**config.mk**
```make
export PLATFORM = sky130hd
export DESIGN_NAME = mem_access_unit_flat
export DESIGN_NICKNAME = d
export VERILOG_FILES = /design/src/rtl/mem_access_unit_if.sv /design/src/rtl/mem_access_unit.sv /design/src/flat_wrapper.sv
export SDC_FILE = /design/constraint.sdc
export NUM_CORES = 1
export LEC_CHECK = 0
export CAP_MARGIN = 20
export CORE_ASPECT_RATIO = 0.75
export CORE_MARGIN = 8
export CORE_UTILIZATION = 42
export DETAILED_ROUTE_END_ITERATION = 12
export PLACE_DENSITY = 0.82
export SLEW_MARGIN = 0
export SYNTH_ARGS = -nofsm -noshare
export SYNTH_HDL_FRONTEND = slang
export SYNTH_SLANG_ARGS = --single-unit
```
**constraint.sdc**
```tcl
create_clock -name clk_i -period 3.5 [get_ports clk_i]
set_clock_uncertainty 0.2 [all_clocks]
set_input_delay 0.525 -clock clk_i [delete_from_list [all_inputs] [get_ports clk_i]]
set_output_delay 0.525 -clock clk_i [all_outputs]
set_load 0.02 [all_outputs]
```
**src/rtl/mem_access_unit_if.sv**
```systemverilog
// RAM-side request/acknowledge bus between the memory-access stage and the data RAM.
// The master drives the request fields; the slave returns read data and the acknowledge.
interface mem_access_unit_if #(
   parameter int unsigned ADDR_W = 10
);
   logic              req;
   logic              we;
   logic [ADDR_W-1:0] addr;
   logic [3:0]        be;
   logic [31:0]       wdata;
   logic [31:0]       rdata;
   logic              ack;

   modport master (
      output req,
      output we,
      output addr,
      output be,
      output wdata,
      input  rdata,
      input  ack
   );

   modport slave (
      input  req,
      input  we,
      input  addr,
      input  be,
      input  wdata,
      output rdata,
      output ack
   );
endinterface

```
**src/rtl/mem_access_unit.sv**
```systemverilog
// Memory-access stage: turns an ALU byte address into a RAM word access (LW/LB/SW/SB),
// runs the req/ack handshake with a timeout, and holds the last loaded value for write-back.
//
//   state  | meaning
//   -------+----------------------------------------------------------
//   S_IDLE | waiting for start_i; request legality decided here
//   S_REQ  | mem.req held high with latched fields, waiting for mem.ack
//   S_DONE | one-cycle completion; done_o high, err_o reports failure
module mem_access_unit #(
   parameter logic [31:0] MEM_BASE = 32'd1024,
   parameter int unsigned ADDR_W   = 10,
   parameter int unsigned TIMEOUT  = 16
) (
   input  logic                     clk_i,
   input  logic                     rst_i,
   input  logic                     start_i,
   input  logic                     mem_wr_i,
   input  logic                     byte_op_i,
   input  logic [31:0]              alu_out_i,
   input  logic [31:0]              wr_data_i,
   output logic                     busy_o,
   output logic                     done_o,
   output logic                     err_o,
   output logic [31:0]              rd_data_o,
   mem_access_unit_if.master        mem
);

   localparam int unsigned     TMO_W    = (TIMEOUT > 1) ? $clog2(TIMEOUT) : 1;
   localparam logic [TMO_W-1:0] TMO_LAST = TMO_W'(TIMEOUT - 1);
   localparam logic [32:0]     WINDOW   = 33'd4 << ADDR_W;

   typedef enum logic [1:0] {
      S_IDLE = 2'd0,
      S_REQ  = 2'd1,
      S_DONE = 2'd2
   } state_t;

   state_t            state_q, state_d;
   logic              err_q, err_d;
   logic [31:0]       rd_q, rd_d;
   logic              req_q, req_d;
   logic              we_q, we_d;
   logic [ADDR_W-1:0] addr_q, addr_d;
   logic [3:0]        be_q, be_d;
   logic [31:0]       wdata_q, wdata_d;
   logic [TMO_W-1:0]  tmo_q, tmo_d;
   logic              byte_q, byte_d;
   logic [1:0]        lane_q, lane_d;

   logic [31:0] off;
   logic        below;
   logic        beyond;
   logic        misalign;
   logic        illegal;
   logic [3:0]  be_req;
   logic [31:0] wdata_req;
   logic [7:0]  rd_byte;

   // Request decode against the live inputs; only used in the cycle start_i is taken.
   always_comb begin
      off       = alu_out_i - MEM_BASE;
      below     = alu_out_i < MEM_BASE;
      beyond    = {1'b0, off} >= WINDOW;
      misalign  = !byte_op_i && (alu_out_i[1:0] != 2'b00);
      illegal   = below || beyond || misalign;
      be_req    = byte_op_i ? (4'b0001 << alu_out_i[1:0]) : 4'b1111;
      wdata_req = byte_op_i ? {4{wr_data_i[7:0]}} : wr_data_i;
   end

   always_comb begin
      rd_byte = 8'(mem.rdata >> {lane_q, 3'b000});
   end

   always_comb begin
      state_d = state_q;
      err_d   = err_q;
      rd_d    = rd_q;
      req_d   = req_q;
      we_d    = we_q;
      addr_d  = addr_q;
      be_d    = be_q;
      wdata_d = wdata_q;
      tmo_d   = tmo_q;
      byte_d  = byte_q;
      lane_d  = lane_q;

      case (state_q)
         S_IDLE: begin
            err_d = 1'b0;
            if (start_i) begin
               if (illegal) begin
                  state_d = S_DONE;
                  err_d   = 1'b1;
               end else begin
                  state_d = S_REQ;
                  req_d   = 1'b1;
                  we_d    = mem_wr_i;
                  addr_d  = off[ADDR_W+1:2];
                  be_d    = be_req;
                  wdata_d = wdata_req;
                  byte_d  = byte_op_i;
                  lane_d  = alu_out_i[1:0];
                  tmo_d   = '0;
               end
            end
         end

         S_REQ: begin
            // The acknowledge takes priority over an expiring timeout in the same cycle.
            if (mem.ack) begin
               state_d = S_DONE;
               err_d   = 1'b0;
               if (!we_q) begin
                  rd_d = byte_q ? {24'h0, rd_byte} : mem.rdata;
               end
            end else if (tmo_q == TMO_LAST) begin
               state_d = S_DONE;
               err_d   = 1'b1;
            end else begin
               tmo_d = tmo_q + TMO_W'(1);
            end

            if (state_d == S_DONE) begin
               req_d   = 1'b0;
               we_d    = 1'b0;
               addr_d  = '0;
               be_d    = 4'b0000;
               wdata_d = 32'h0;
            end
         end

         S_DONE: begin
            state_d = S_IDLE;
            err_d   = 1'b0;
         end

         default: begin
            state_d = S_IDLE;
            err_d   = 1'b0;
         end
      endcase
   end

   always_ff @(posedge clk_i) begin
      if (rst_i) begin
         state_q <= S_IDLE;
         err_q   <= 1'b0;
         rd_q    <= 32'h0;
         req_q   <= 1'b0;
         we_q    <= 1'b0;
         addr_q  <= '0;
         be_q    <= 4'b0000;
         wdata_q <= 32'h0;
         tmo_q   <= '0;
         byte_q  <= 1'b0;
         lane_q  <= 2'b00;
      end else begin
         state_q <= state_d;
         err_q   <= err_d;
         rd_q    <= rd_d;
         req_q   <= req_d;
         we_q    <= we_d;
         addr_q  <= addr_d;
         be_q    <= be_d;
         wdata_q <= wdata_d;
         tmo_q   <= tmo_d;
         byte_q  <= byte_d;
         lane_q  <= lane_d;
      end
   end

   assign busy_o    = (state_q != S_IDLE);
   assign done_o    = (state_q == S_DONE);
   assign err_o     = done_o && err_q;
   assign rd_data_o = rd_q;

   assign mem.req   = req_q;
   assign mem.we    = we_q;
   assign mem.addr  = addr_q;
   assign mem.be    = be_q;
   assign mem.wdata = wdata_q;

endmodule

```
**src/flat_wrapper.sv**
```systemverilog
// flat-port wrapper written by rule: the top's interface ports become plain ports
module mem_access_unit_flat 
#(
   parameter logic [31:0] MEM_BASE = 32'd1024,
   parameter int unsigned ADDR_W   = 10,
   parameter int unsigned TIMEOUT  = 16
)
  (clk_i, rst_i, start_i, mem_wr_i, byte_op_i, alu_out_i, wr_data_i, busy_o, done_o, err_o, rd_data_o, mem_req, mem_we, mem_addr, mem_be, mem_wdata, mem_rdata, mem_ack);
  mem_access_unit_if #(.ADDR_W(ADDR_W)) mem_i ();
  input  logic clk_i;
  input  logic rst_i;
  input  logic start_i;
  input  logic mem_wr_i;
  input  logic byte_op_i;
  input  logic [31:0] alu_out_i;
  input  logic [31:0] wr_data_i;
  output logic busy_o;
  output logic done_o;
  output logic err_o;
  output logic [31:0] rd_data_o;
  output wire logic [$bits(mem_i.req)-1:0] mem_req;
  output wire logic [$bits(mem_i.we)-1:0] mem_we;
  output wire logic [$bits(mem_i.addr)-1:0] mem_addr;
  output wire logic [$bits(mem_i.be)-1:0] mem_be;
  output wire logic [$bits(mem_i.wdata)-1:0] mem_wdata;
  input wire logic [$bits(mem_i.rdata)-1:0] mem_rdata;
  input wire logic [$bits(mem_i.ack)-1:0] mem_ack;
  assign mem_req = mem_i.req;
  assign mem_we = mem_i.we;
  assign mem_addr = mem_i.addr;
  assign mem_be = mem_i.be;
  assign mem_wdata = mem_i.wdata;
  assign mem_i.rdata = mem_rdata;
  assign mem_i.ack = mem_ack;
  mem_access_unit #(.MEM_BASE(MEM_BASE), .ADDR_W(ADDR_W), .TIMEOUT(TIMEOUT)) u_core (.clk_i(clk_i), .rst_i(rst_i), .start_i(start_i), .mem_wr_i(mem_wr_i), .byte_op_i(byte_op_i), .alu_out_i(alu_out_i), .wr_data_i(wr_data_i), .busy_o(busy_o), .done_o(done_o), .err_o(err_o), .rd_data_o(rd_data_o), .mem(mem_i));
endmodule
```
Yosys cells after proc, flatten, opt, wreduce, memory -nomap -nowiden
Index checks and enable logic that the tools add are counted.

cells by class
  add/sub/neg operators = 2
  magnitude comparators = 2
  eq/ne operators = 10
  shifts and indexed selects = 2
  multiplexer cells = 38
  bitwise logic cells = 2
  reductions and logical operators = 13

operator list
  operator                                                                  number
  32-bit two-way mux                                                        5
  32-bit one-hot mux with 2 select lines                                    1
  32-bit by 13-bit >= comparator with 1-bit output (second input constant)  1
  32-bit by 11-bit < comparator with 1-bit output (second input constant)   1
  4-bit two-way mux                                                         8
  32-bit by 5-bit right shift with 8-bit output                             1
  32-bit by 11-bit subtractor with 32-bit output (second input constant)    1
  10-bit two-way mux                                                        3
  10-bit one-hot mux with 2 select lines                                    1
  4-bit one-hot mux with 2 select lines                                     2
  2-bit two-way mux                                                         5
  1-bit two-way mux                                                         9
  2-bit inequality test (second input constant)                             4
  1-bit one-hot mux with 2 select lines                                     3
  3-bit AND reduction                                                       2
  2-bit nonzero test                                                        3
  5-bit AND reduction                                                       1
  4-bit by 1-bit adder with 4-bit output (second input constant)            1
  2-bit equality test (second input constant)                               2
  4-bit equality test (second input constant)                               1
  2-bit one-hot mux with 2 select lines                                     1
  4-bit AND reduction                                                       1
  1-bit by 2-bit << shifter with 4-bit output (first input constant)        1
  3-bit by 2-bit inequality test with 1-bit output (second input constant)  1
  7 further kinds                                                           10

storage, ports and cells
  register bits = 90

Logic depth before layout (Yosys ltp)
  depth after elaboration = 7
  mapped depth = 11
  depth with buffers taken out = 9

Worst setup path before layout
Ideal clock, no wire load.

  path type = input -> register
  start point = input alu_out_i[10]
  end point = register u_core.addr_q[9] (netlist: u_core.mem.addr[9])
  arrival = 2.865 ns
  required time = 3.183 ns
  setup slack = 0.319 ns
  stages on the path = 11
  buffers on the path = 2
  cell sequence = inv_1 -> ha_1 -> nand2b_1 -> clkbuf_1 -> or3b_2 -> or3_1 -> a311oi_2 -> nand4_2 -> o2bb2ai_1 -> buf_2 -> a22o_1

on the way
  word-level cells in the longest chain between the ends = 6
  elaborated cells between the ends (all ways) = 10
  classes of those cells = 1 x add/sub; 2 x order compare; 1 x eq/ne; 3 x mux; 3 x reduce/logical

ends and longest elaborated chain
  item                                              line                    RTL
  start: declaration                                flat_wrapper.sv:15      input logic [31:0] alu_out_i;
  32-bit by 11-bit subtractor with 32-bit output    mem_access_unit.sv:61   off = alu_out_i - MEM_BASE;
  32-bit by 13-bit >= comparator with 1-bit output  mem_access_unit.sv:63   beyond = {1'b0, off} >= WINDOW;
  1-bit logical OR (2 in series)                    mem_access_unit.sv:65   illegal = below || beyond || misalign;
  2-bit inequality test (no line)                   -
  4-bit AND reduction (no line)                     -
  end signal: assignment                            mem_access_unit.sv:163  addr_q <= addr_d;
  end: declaration                                  mem_access_unit.sv:43   logic [ADDR_W-1:0] addr_q, addr_d;

Several ways; a longest one is shown, not always the timed one. The select of a mux whose other input is x is not followed.
A chain may end at the register's enable or synchronous reset.

Final worst setup path
  start point = input alu_out_i[10]
  end point = register u_core.addr_q[5] (netlist: u_core.mem.addr[5])

on the way
  word-level cells in the longest chain between the ends = 6
  elaborated cells between the ends (all ways) = 7
  classes of those cells = 1 x add/sub; 2 x order compare; 1 x eq/ne; 3 x reduce/logical

ends and longest elaborated chain
  item                                              line
  32-bit by 11-bit subtractor with 32-bit output    mem_access_unit.sv:61
  32-bit by 13-bit >= comparator with 1-bit output  mem_access_unit.sv:63
  1-bit logical OR * (2 in series)                  mem_access_unit.sv:65
  2-bit inequality test (no line) *                 -
  4-bit AND reduction (no line) *                   -

Mark *: on every way between the ends. The rest lies on a longest branch, timed or not.

==> impl_metrics.csv <==
group,metric,value,unit
floorplan,placement_rows,31,
clock_tree,clock_tree_from_tritoncts,"done",
layout,nets,789,
worst_setup_path,critPathCaptureType,"flip-flop",
global_route,first_global_vias,4461,
sta,timing.final.setup_violations,0,
layout,multi_input_comb_area,0.00223,mm^2
detailed_routing,vias_per_cell,5.40,
detailed_routing,route.vias.total,4436,
clock_tree,cts-buffers-inserted,9,
clock_tree,postCtsHoldBufs,0,
logic_synthesis,netlist_instances,507,
clock_tree,clock_tree.htree_level_count,3,
power_and_ir_drop,combinationalPowerShare,0.113,
logic_synthesis,async_flop_share,0,
detailed_routing,drt.antenna.violating_nets,0,
place,gpl.final_weighted_congestion,0.884,
floorplan,i_o_pin_cnt,185,
logic_synthesis,synth_top_flop_cell,"dfxtp_1",
layout,layout.filler_cells,814,
sta,rsz0062_at_grt,"no",
power_and_ir_drop,seqPwrFrac,0.470,
detailed_routing,detailedRoute.firstIterationViolations,382,
global_route,global_route_usage_over_all_layers,0.207,
power_and_ir_drop,powerDensity,334,mW/mm^2
logic_synthesis,mapped_area,0.00421,mm^2
clock_tree,clkSinkCount,90,
place,postPlaceCellArea,0.00626,mm^2
global_route,global_route_wire_length_before_repair,22700,um
sta,tns,0,ns
global_route,number_of_antenna_violations_at_the_first_check_in_global_routing,0,
worst_setup_path,worst_path_largest_cell_delay,0.43,ns
place,numPortBuffers,184,
detailed_routing,route.detailed.wl_per_inst,17.5,um
logic_synthesis,netlist-cell-type-count,54,
layout,syn2layout_area_growth,55.4,%
floorplan,initial_core_util,0.434,
power_and_ir_drop,p_switching,0.499,mW
logic_synthesis,synth_sequential_area_ratio,0.428,
place,place_hpwl,10900,um
layout,stdcell_area,0.00654,mm^2
logic_synthesis,synthesis.yosys.warnings,0,
worst_setup_path,path_class,"in2reg",
clock_tree,clock_insertion_delay_worst_skew,0.34,ns
sta,period_share,0.916,
worst_setup_path,crit_required,3.53,ns
clock_tree,total_of_cells_resized_after_clock_tree_synthesis,0,
worst_setup_path,cp-start-kind,"primary input",
logic_synthesis,synth-edff-count,0,
sta,max-slew-margin-rel,0.607,
run_status,run_status,"finished, final reports clean",
power_and_ir_drop,power_frac_clock,0.417,
worst_setup_path,r2r_cells,6,
worst_setup_path,timing.critical_path.arrival,3.24,ns
sta,min_period,3.20,ns
worst_setup_path,cp_cell_sequence,"clkdlybuf4s50_1, inv_1, ha_1, nand2b_1, or3b_2, or3_1, a311oi_2, nand4_2, o2bb2ai_1, buf_12, a22o_1",
sta,max_slew.worst_pin.slew,0.589,ns
power_and_ir_drop,internal_power,1.69,mW
worst_setup_path,critPathSlowestCell,"or3b_2",
clock_tree,post_cts.repair.setup_buffers,0,
detailed_routing,firstDrtPassIters,5,
sta,slew_viol_final,0,
global_route,global_route_total_overflow,0,
power_and_ir_drop,power.share.switching,0.228,
floorplan,fp.dieArea,0.0135,mm^2
floorplan,vertical_die_dimension,103,um
floorplan,design.core.area,0.00970,mm^2
job,maxcap_violations,0,
power_and_ir_drop,design_power_total,2.19,mW
detailed_routing,drc_errors,0,
power_and_ir_drop,power.ir.vdd_worst,0.000220,V
layout,drive_gt1_frac,0.0668,
detailed_routing,drt-total-wl,14400,um
sta,fin_hold_ws,0.268,ns
logic_synthesis,synth.avg_cell_area,8.31,um^2
logic_synthesis,synth.net_count,611,
sta,finalHoldViolations,0,
clock_tree,clock-root-buffer,"clkbuf_16",
clock_tree,clk_path_buf_depth,2,
logic_synthesis,ys_seq_elements,90,
floorplan,die_width,132,um
layout,antenna_cells,0,
power_and_ir_drop,static-leakage-power,2.29,nW
clock_tree,cts.clk_slew.worst_paths,0.06,ns
layout,area_occupied_by_registers,0.00180,mm^2
global_route,grt_start_max_net_pins,65,
sta,maximum_clock_frequency,312,MHz
hold_path,min_delay_path_depth,1,
worst_setup_path,maximum_fanout_along_the_worst_path,20,
hold_path,min-delay-path-class,"reg2reg",
flip-flops by register name, summed over array words and instances (netlist names):
register / flops
u_core.state_q: 2
u_core.mem.we: 1
u_core.mem.be: 4
u_core.rd_data_o: 32
u_core.tmo_q: 4
u_core.lane_q: 2
u_core.err_q: 1
u_core.mem.addr: 10
u_core.mem.wdata: 32
u_core.mem.req: 1
u_core.byte_q: 1
cells by family (layout without fill, tap and decap cells):
logic type      after synthesis  count (layout)  share of synthesized area
compound gates              154             154                      0.225
simple gates                202             202                      0.269
fa+ha+maj                     2               2                    0.00594
xor+xnor                      3               3                    0.00624
mux                           9               9                     0.0214
flops                        90              90                      0.428
buf+inv                      47             229                     0.0443
synthesized netlist by cell type (2+ instances only):
master,instances,share of area
o21ai_0,64,0.076
nand4_1,4,0.0059
inv_1,9,0.0080
or3_1,5,0.0074
nand2b_1,4,0.0059
nor3_1,9,0.011
xnor2_1,2,0.0042
ha_1,2,0.0059
clkbuf_1,32,0.029
a211oi_1,8,0.014
o31ai_1,2,0.0036
a21o_1,2,0.0036
nor3b_1,25,0.045
dfxtp_1,90,0.43
nor4_1,4,0.0059
buf_2,2,0.0024
buf_1,3,0.0027
a31oi_1,3,0.0045
a21oi_1,36,0.043
and2_1,9,0.013
nand4b_1,2,0.0042
nor2_1,52,0.046
nand3_1,35,0.042
nand2_1,12,0.011
nor2b_1,27,0.040
o41ai_1,2,0.0042
o21a_1,2,0.0036
o2bb2ai_1,2,0.0042
mux2i_1,9,0.021
a32oi_1,2,0.0042
a22o_1,19,0.040
nor4b_1,3,0.0062
nand3b_1,4,0.0071
worst paths after layout:
kind,end,slack [ns],from
min,u_core.mem.be[0],0.27,u_core.mem.be[0]
max reg2reg,u_core.rd_data_o[27],1.18,u_core.state_q[0]
max,u_core.mem.addr[5],0.30,alu_out_i[10]
min reg2reg,u_core.mem.be[0],0.27,u_core.mem.be[0]
routing by layer:
metal / global-route usage / part of all wire / wire length [um]
met1: 0.229 / 0.41 / 5860
met2: 0.349 / 0.49 / 7000
met3: 0.0886 / 0.086 / 1240
met4: 0.0853 / 0.019 / 267
met5: 0 / 0 / 0
power groups by stage:
stage               logic (mW)  clock network [mW]  registers [mW]
floorplan               0.0835                   0            1.05
global placement         0.239                   0            1.05
detailed placement       0.244                   0            1.05
CTS                      0.246               0.924            1.03
global route             0.265               0.965            1.03
finish                   0.247               0.912            1.03
layout make-up:
| class | instances | area share |
|---|---|---|
| repair buffers | 205 | 0.311 |
| multi-input cells | 370 | 0.341 |
| flip-flops and latches | 90 | 0.275 |
| inverters | 9 | 0.00516 |
| well taps | 132 | 0.0252 |
| clock inverters | 4 | 0.00402 |
| clock buffers | 11 | 0.0386 |
metrics by stage:
| stage | utilization | worst slack [ns] | cells |
|---|---|---|---|
| final | 0.675 | 0.296 | 821 |
| after global routing | 0.675 | 0.118 | 821 |
| after CTS | 0.675 | 0.326 | 821 |
| after detailed placement | 0.646 | -0.0436 | 806 |
| after global placement | 0.646 | 0.0236 | 806 |
| after floorplan | - | 0.319 | 507 |
worst max-delay path: cells and delay by family:
family / cells / cell delay, ns
fa+ha+maj: 1 / 0.21
buf+inv: 3 / 0.67
compound gates: 3 / 0.79
simple gates: 4 / 1.02
placed cells by master (no fill, tap or decap), types with 2 or more instances in the layout:
cell,n
nor3_1,9
nor2_1,52
a32oi_1,2
buf_12,3
a21oi_1,35
buf_4,18
nand3b_1,4
a22o_1,19
o31ai_1,2
o2bb2ai_1,2
nor3b_1,25
nand4b_1,2
ha_1,2
o41ai_1,2
nand4_1,4
clkinv_2,2
nand2_1,12
or3_1,5
dfxtp_1,90
o21a_1,2
clkbuf_8,2
xnor2_1,2
inv_1,9
a21o_1,2
a211oi_1,8
nand2b_1,4
nor4_1,4
a31oi_1,3
clkdlybuf4s50_1,183
nand3_1,34
mux2i_1,9
nor4b_1,3
o21ai_0,64
clkbuf_16,9
and2_1,9
nor2b_1,27
Note: power is estimated with default switching activity, not from simulation.
==> patch 1, RTL diff (same flow settings) <==
Encoding of `state_t`: now one-hot (3 bits for 3 states).
--- a/src/rtl/mem_access_unit.sv
+++ b/src/rtl/mem_access_unit.sv
@@ -31,6 +31,6 @@
 
-   typedef enum logic [1:0] {
-      S_IDLE = 2'd0,
-      S_REQ  = 2'd1,
-      S_DONE = 2'd2
+   typedef enum logic [2:0] {
+      S_IDLE = 3'b001,
+      S_REQ  = 3'b010,
+      S_DONE = 3'b100
    } state_t;
Function: same outputs for any inputs over 10 cycles, from zero or initial values and one cycle with rst_i high; not proved beyond that.
==> patch 1 against the original RTL <==
Total power up 1.1%. Utilization down 2.8 points. Largest cell class unchanged. Routed wire length up 3.3%. Worst setup slack better by 0.20 ns. Critical path type unchanged. Largest power group unchanged. Non-clock buffer count down 11. Synthesized area up 5.8%. Global-route usage down 0.59 points. Sequential cell count up 1. Design area up 1.7%. Highest routed layer unchanged. Critical path depth down 1.
==> patch 1: results (changes against the original RTL) <==
| Metric | Value |
|---|---|
| LEAKAGE | `2.406 nW (+5.0%)` |
| Syn Nets | `653 (+6.9%)` |
| Placer Congestion | `0.8712 (-1.5%)` |
| Result of the run | `complete, no violations` |
| Total Routed Length | `14840 um (+3.3%)` |
| Crit path DAT | `3.06 ns (-0.18 ns)` |
| Global-route wire length before repair | `22980 um (+1.3%)` |
| GR Util All Layers | `20.09% (-0.59 points)` |
| CP Max Fanout | `23 (+15%)` |
| Avg Inst Size Synth | `8.116 sq um (-2.3%)` |
| Filler cell count | `825 (+1.4%)` |
| Worst path max stage delay | `0.56 ns (+0.13 ns)` |
| Sequential area share after synthesis | `40.89% (-1.9 points)` |
| Fin Hold WS | `0.2585 ns (-0.009783 ns)` |
| Vias in the first global route | `4314 (-3.3%)` |
| Setup bufs post-CTS | `0 (unchanged)` |
| Top post-synthesis cells by area | `dfxtp_1 (41%), mux2i_1 (12%), nand2_1 (9.6%)` |
| R2r endpoint | `u_core.rd_data_o[14]` |
| Final-stage net count | `820 (+3.9%)` |
| Drt initial violations | `276 (-28%)` |
| Fin cells | `857 (+4.4%)` |
| Placed cell count | `841 (+4.3%)` |
| Hold Path Depth | `2 (+1)` |
| Worst R2R Setup Slack | `1.04 ns (-0.14 ns)` |
| Share of layout cells above drive strength 1 | `5.132% (-1.5 points)` |
| Slowest CP cell | `clkdlybuf4s50_1` |
| Hold Startpoint | `u_core.mem.wdata[17]` |
| CTS H-Tree Depth | `3 (unchanged)` |
| Hold Path End | `u_core.mem.wdata[17]` |
| Drt pass-1 iters | `4 (-1)` |
| R2r startpoint | `u_core.state_q[1]` |
| Top delay family on crit path | `buffers and inverters` |
| Via-to-Cell Ratio | `5.096 (-5.7%)` |
| Peak supply drop | `243.0 uV (+10%)` |
| Worst slack, placed | `0.1592 ns (+0.2028 ns)` |
| Number of distinct library cells after synthesis | `45 (-17%)` |
[patch 1: per-stage QoR]
step | total power (W) | cell area, sq um
floorplan | 0.001160 | 4456
global placement | 0.001317 | 6379
detailed placement | 0.001322 | 6379
finish | 0.002212 | 6655
global route | 0.002297 | 6655
CTS | 0.002234 | 6655
[patch 1: power breakdown]
| group | leakage, nW | switching, W | internal [W] |
|---|---|---|---|
| logic | 1.54 | 0.000117 | 0.000144 |
| clock network | 0.134 | 0.000420 | 0.000489 |
| registers | 0.733 | 0.00000302 | 0.00104 |
[patch 1: cell families (layout without fill, tap and decap cells)]
group	Yosys count	after routing	share of synthesized area [%]
adders and majority gates	2	2	0.5616
muxes	54	54	12.13
AOI/OAI and AO/OA	102	102	13.62
and+or+nand+nor	227	227	24.46
DFF	91	91	40.89
buffers and inverters	69	241	7.554
xor gates and xnor gates	4	4	0.7864
[patch 1: routing by layer]
metal | up-vias | wire length (um) | global-route usage, %
li1 | 2195 | - | -
met1 | 2013 | 6314 | 24.42
met2 | 139 | 7255 | 33.39
met3 | 20 | 972 | 5.742
met4 | 0 | 297 | 6.719
met5 | - | 0 | 0
[patch 1: cell type report]
cell class | instances | share of cell area, %
tap | 136 | 2.557
inverter | 31 | 1.748
clock buffer | 10 | 3.441
sequential | 91 | 27.37
multi-input combinational | 389 | 34.80
clock inverter | 6 | 0.7144
timing repair buffer | 194 | 29.37
[patch 1: worst register-to-register path: stages, from the launching register on]
cell,delay [ns]
dfxtp_1,0.36
nor3b_1,0.79
nand3b_1,0.17
buf_4,0.35
nor3b_1,0.34
a21oi_1,0.08
nor2_1,0.11
[patch 1: worst max path at each step]
stage	start	endpoint	slack, ns	cells after the start
6_report	alu_out_i[10]	u_core.mem.addr[3]	0.50	10
3_3_place_gp	alu_out_i[18]	u_core.mem.addr[9]	0.29	8
5_1_grt	alu_out_i[10]	u_core.mem.wdata[0]	0.39	10
2_1_floorplan	alu_out_i[18]	u_core.mem.wdata[0]	0.81	7
4_1_cts	alu_out_i[10]	u_core.mem.addr[3]	0.50	10
3_5_place_dp	alu_out_i[10]	u_core.mem.addr[3]	0.16	10
==> patch 2, RTL diff (same settings) <==
Made on the original files. `TIMEOUT` is set to 16 in 2 places; all go to 8.
--- a/src/rtl/mem_access_unit.sv
+++ b/src/rtl/mem_access_unit.sv
@@ -11,3 +11,3 @@
    parameter int unsigned ADDR_W   = 10,
-   parameter int unsigned TIMEOUT  = 16
+   parameter int unsigned TIMEOUT  = 8
 ) (
--- a/src/flat_wrapper.sv
+++ b/src/flat_wrapper.sv
@@ -5,3 +5,3 @@
    parameter int unsigned ADDR_W   = 10,
-   parameter int unsigned TIMEOUT  = 16
+   parameter int unsigned TIMEOUT  = 8
 )
Function: no difference found for any inputs over 4 cycles, from zero or initial values and one cycle with rst_i high; that may be too few to reach the edited logic, so the function may still have changed.
==> patch 2 against the original RTL <==
Routed wire length shrank 6.7%. Critical path depth is 1 lower. Sequential cell count is 1 lower. Total power rose by 2.6%. Design area is 4.1% lower. Via count shrank 15%. Synthesized area shrank 4.8%. Worst setup slack better by 0.18 ns. Highest routed layer unchanged.
==> patch 2: results (changes against the original RTL) <==
| Metric | Value |
|---|---|
| Largest net degree at the start of global routing | `49 (-25%)` |
| LEAKAGE | `2.187 nW (-4.6%)` |
| Met2 Resource Use GR | `34.55% (-0.32 points)` |
| Routed length per instance | `18.67 um (+6.7%)` |
| Placed cell count | `702 (-13%)` |
| Top post-synthesis cells by area | `dfxtp_1 (44%), mux2i_1 (8.7%), nand3b_1 (4.9%)` |
| Switching share of power | `23.56% (+0.76 points)` |
| Via count | `3754 (-15%)` |
| Top cells by count, synth | `dfxtp_1 (89), a21oi_1 (38), nand2_1 (37), mux2i_1 (35), nor2_1 (30)` |
| HPWL after detailed placement | `10260 um (-5.8%)` |
| Share of layout cells above drive strength 1 | `9.044% (+2.4 points)` |
| Global-route wire length before repair | `20620 um (-9.2%)` |
| Fin Hold WS | `0.2490 ns (-0.01928 ns)` |
| CP Max Fanout | `48 (+140%)` |
| Syn Nets | `512 (-16%)` |
| Crit path DAT | `3.06 ns (-0.18 ns)` |
| Hold Path Depth | `2 (+1)` |
| Drt initial violations | `231 (-40%)` |
| Clk_lat worst skew | `0.34 ns (about the same)` |
| Routing usage on met3 | `4.493% (-4.4 points)` |
| Hold Path End | `u_core.rd_data_o[23]` |
| Hold Startpoint | `u_core.rd_data_o[23]` |
| Peak supply drop | `273.3 uV (+24%)` |
| Mux cell area share after synthesis | `9.014% (+6.9 points)` |
| Adder-cell share of the synthesized area | `0.9357% (+0.34 points)` |
| Final-stage net count | `686 (-13%)` |
| Met3 WL | `725 um (-42%)` |
| Metal-1 WL | `5745 um (-2.0%)` |
| Xor and xnor fraction of the mapped netlist area | `0% (-0.62 points)` |
| Number of distinct library cells after synthesis | `48 (-11%)` |
| WL met2 | `6728 um (-3.8%)` |
| Placer Congestion | `0.8976 (+1.5%)` |
| Sequential area share after synthesis | `44.42% (+1.6 points)` |
| R2r endpoint | `u_core.rd_data_o[5]` |
| Met1 GRT Util | `24.57% (+1.7 points)` |
| Filler cell count | `771 (-5.3%)` |
| Drt pass-1 iters | `4 (-1)` |
| Worst R2R Setup Slack | `1.22 ns (+0.04 ns)` |
| Avg Inst Size Synth | `9.856 sq um (+19%)` |
| Via-to-Cell Ratio | `5.228 (-3.2%)` |
| Result of the run | `complete, no violations` |
| GR Util All Layers | `20.08% (-0.61 points)` |
| Complex-gate fraction of the synthesized area | `24.67% (+2.1 points)` |
| Worst slew margin | `45.51% (-15 points)` |
| R2R cell count | `5 (-1)` |
## patch 2: power groups by stage
stage	combinational, W	clock, W	sequential, W
finish	0.000229	0.00100	0.00102
global route	0.000244	0.00105	0.00101
CTS	0.000227	0.00101	0.00101
detailed placement	0.000226	0	0.00104
global placement	0.000222	0	0.00104
floorplan	0.0000778	0	0.00104
## patch 2: cells by family after synthesis
logic type / Yosys count
compound gates: 121
fa+ha+maj: 3
buf+inv: 33
flops: 89
mux: 36
simple gates: 125
## patch 2: how the worst max path moves through the flow
stage	to	slack, ns
3_5_place_dp	u_core.mem.addr[2]	0.12
5_1_grt	u_core.mem.wdata[0]	0.31
2_1_floorplan	u_core.mem.addr[2]	0.88
6_report	u_core.mem.addr[2]	0.48
3_3_place_gp	u_core.mem.addr[8]	0.21
4_1_cts	u_core.mem.be[2]	0.49
## patch 2: worst max-delay path: stages
cell,delay (ns)
clkdlybuf4s50_1,0.53
inv_1,0.09
ha_1,0.25
nor2b_1,0.17
nor3_4,0.21
o2111ai_4,0.20
a2111oi_2,0.43
a311oi_4,0.16
buf_12,0.22
a22o_1,0.26
## patch 2: area by class of cell
cell class                      instances  area, sq um  share of cell area (%)
Clock inverter                          7        83.83                   1.335
Tap cell                              132        165.2                   2.631
Multi-Input combinational cell        285         2085                   33.21
Timing Repair Buffer                  192         1922                   30.62
Clock buffer                            9        225.2                   3.588
Inverter                                4        15.01                  0.2392
Sequential cell                        89         1782                   28.38
## patch 2: per-stage QoR
step                      area [sq um]  util [%]  setup slack, ns  total power (W)
after global routing              6277     66.33           0.3141         0.002305
after floorplan                   4011         -           0.8843         0.001116
final                             6277     66.33           0.4762         0.002244
after global placement            5968     63.06           0.2077         0.001260
after CTS                         6277     66.33           0.4876         0.002255
after detailed placement          5968     63.06           0.1165         0.001265
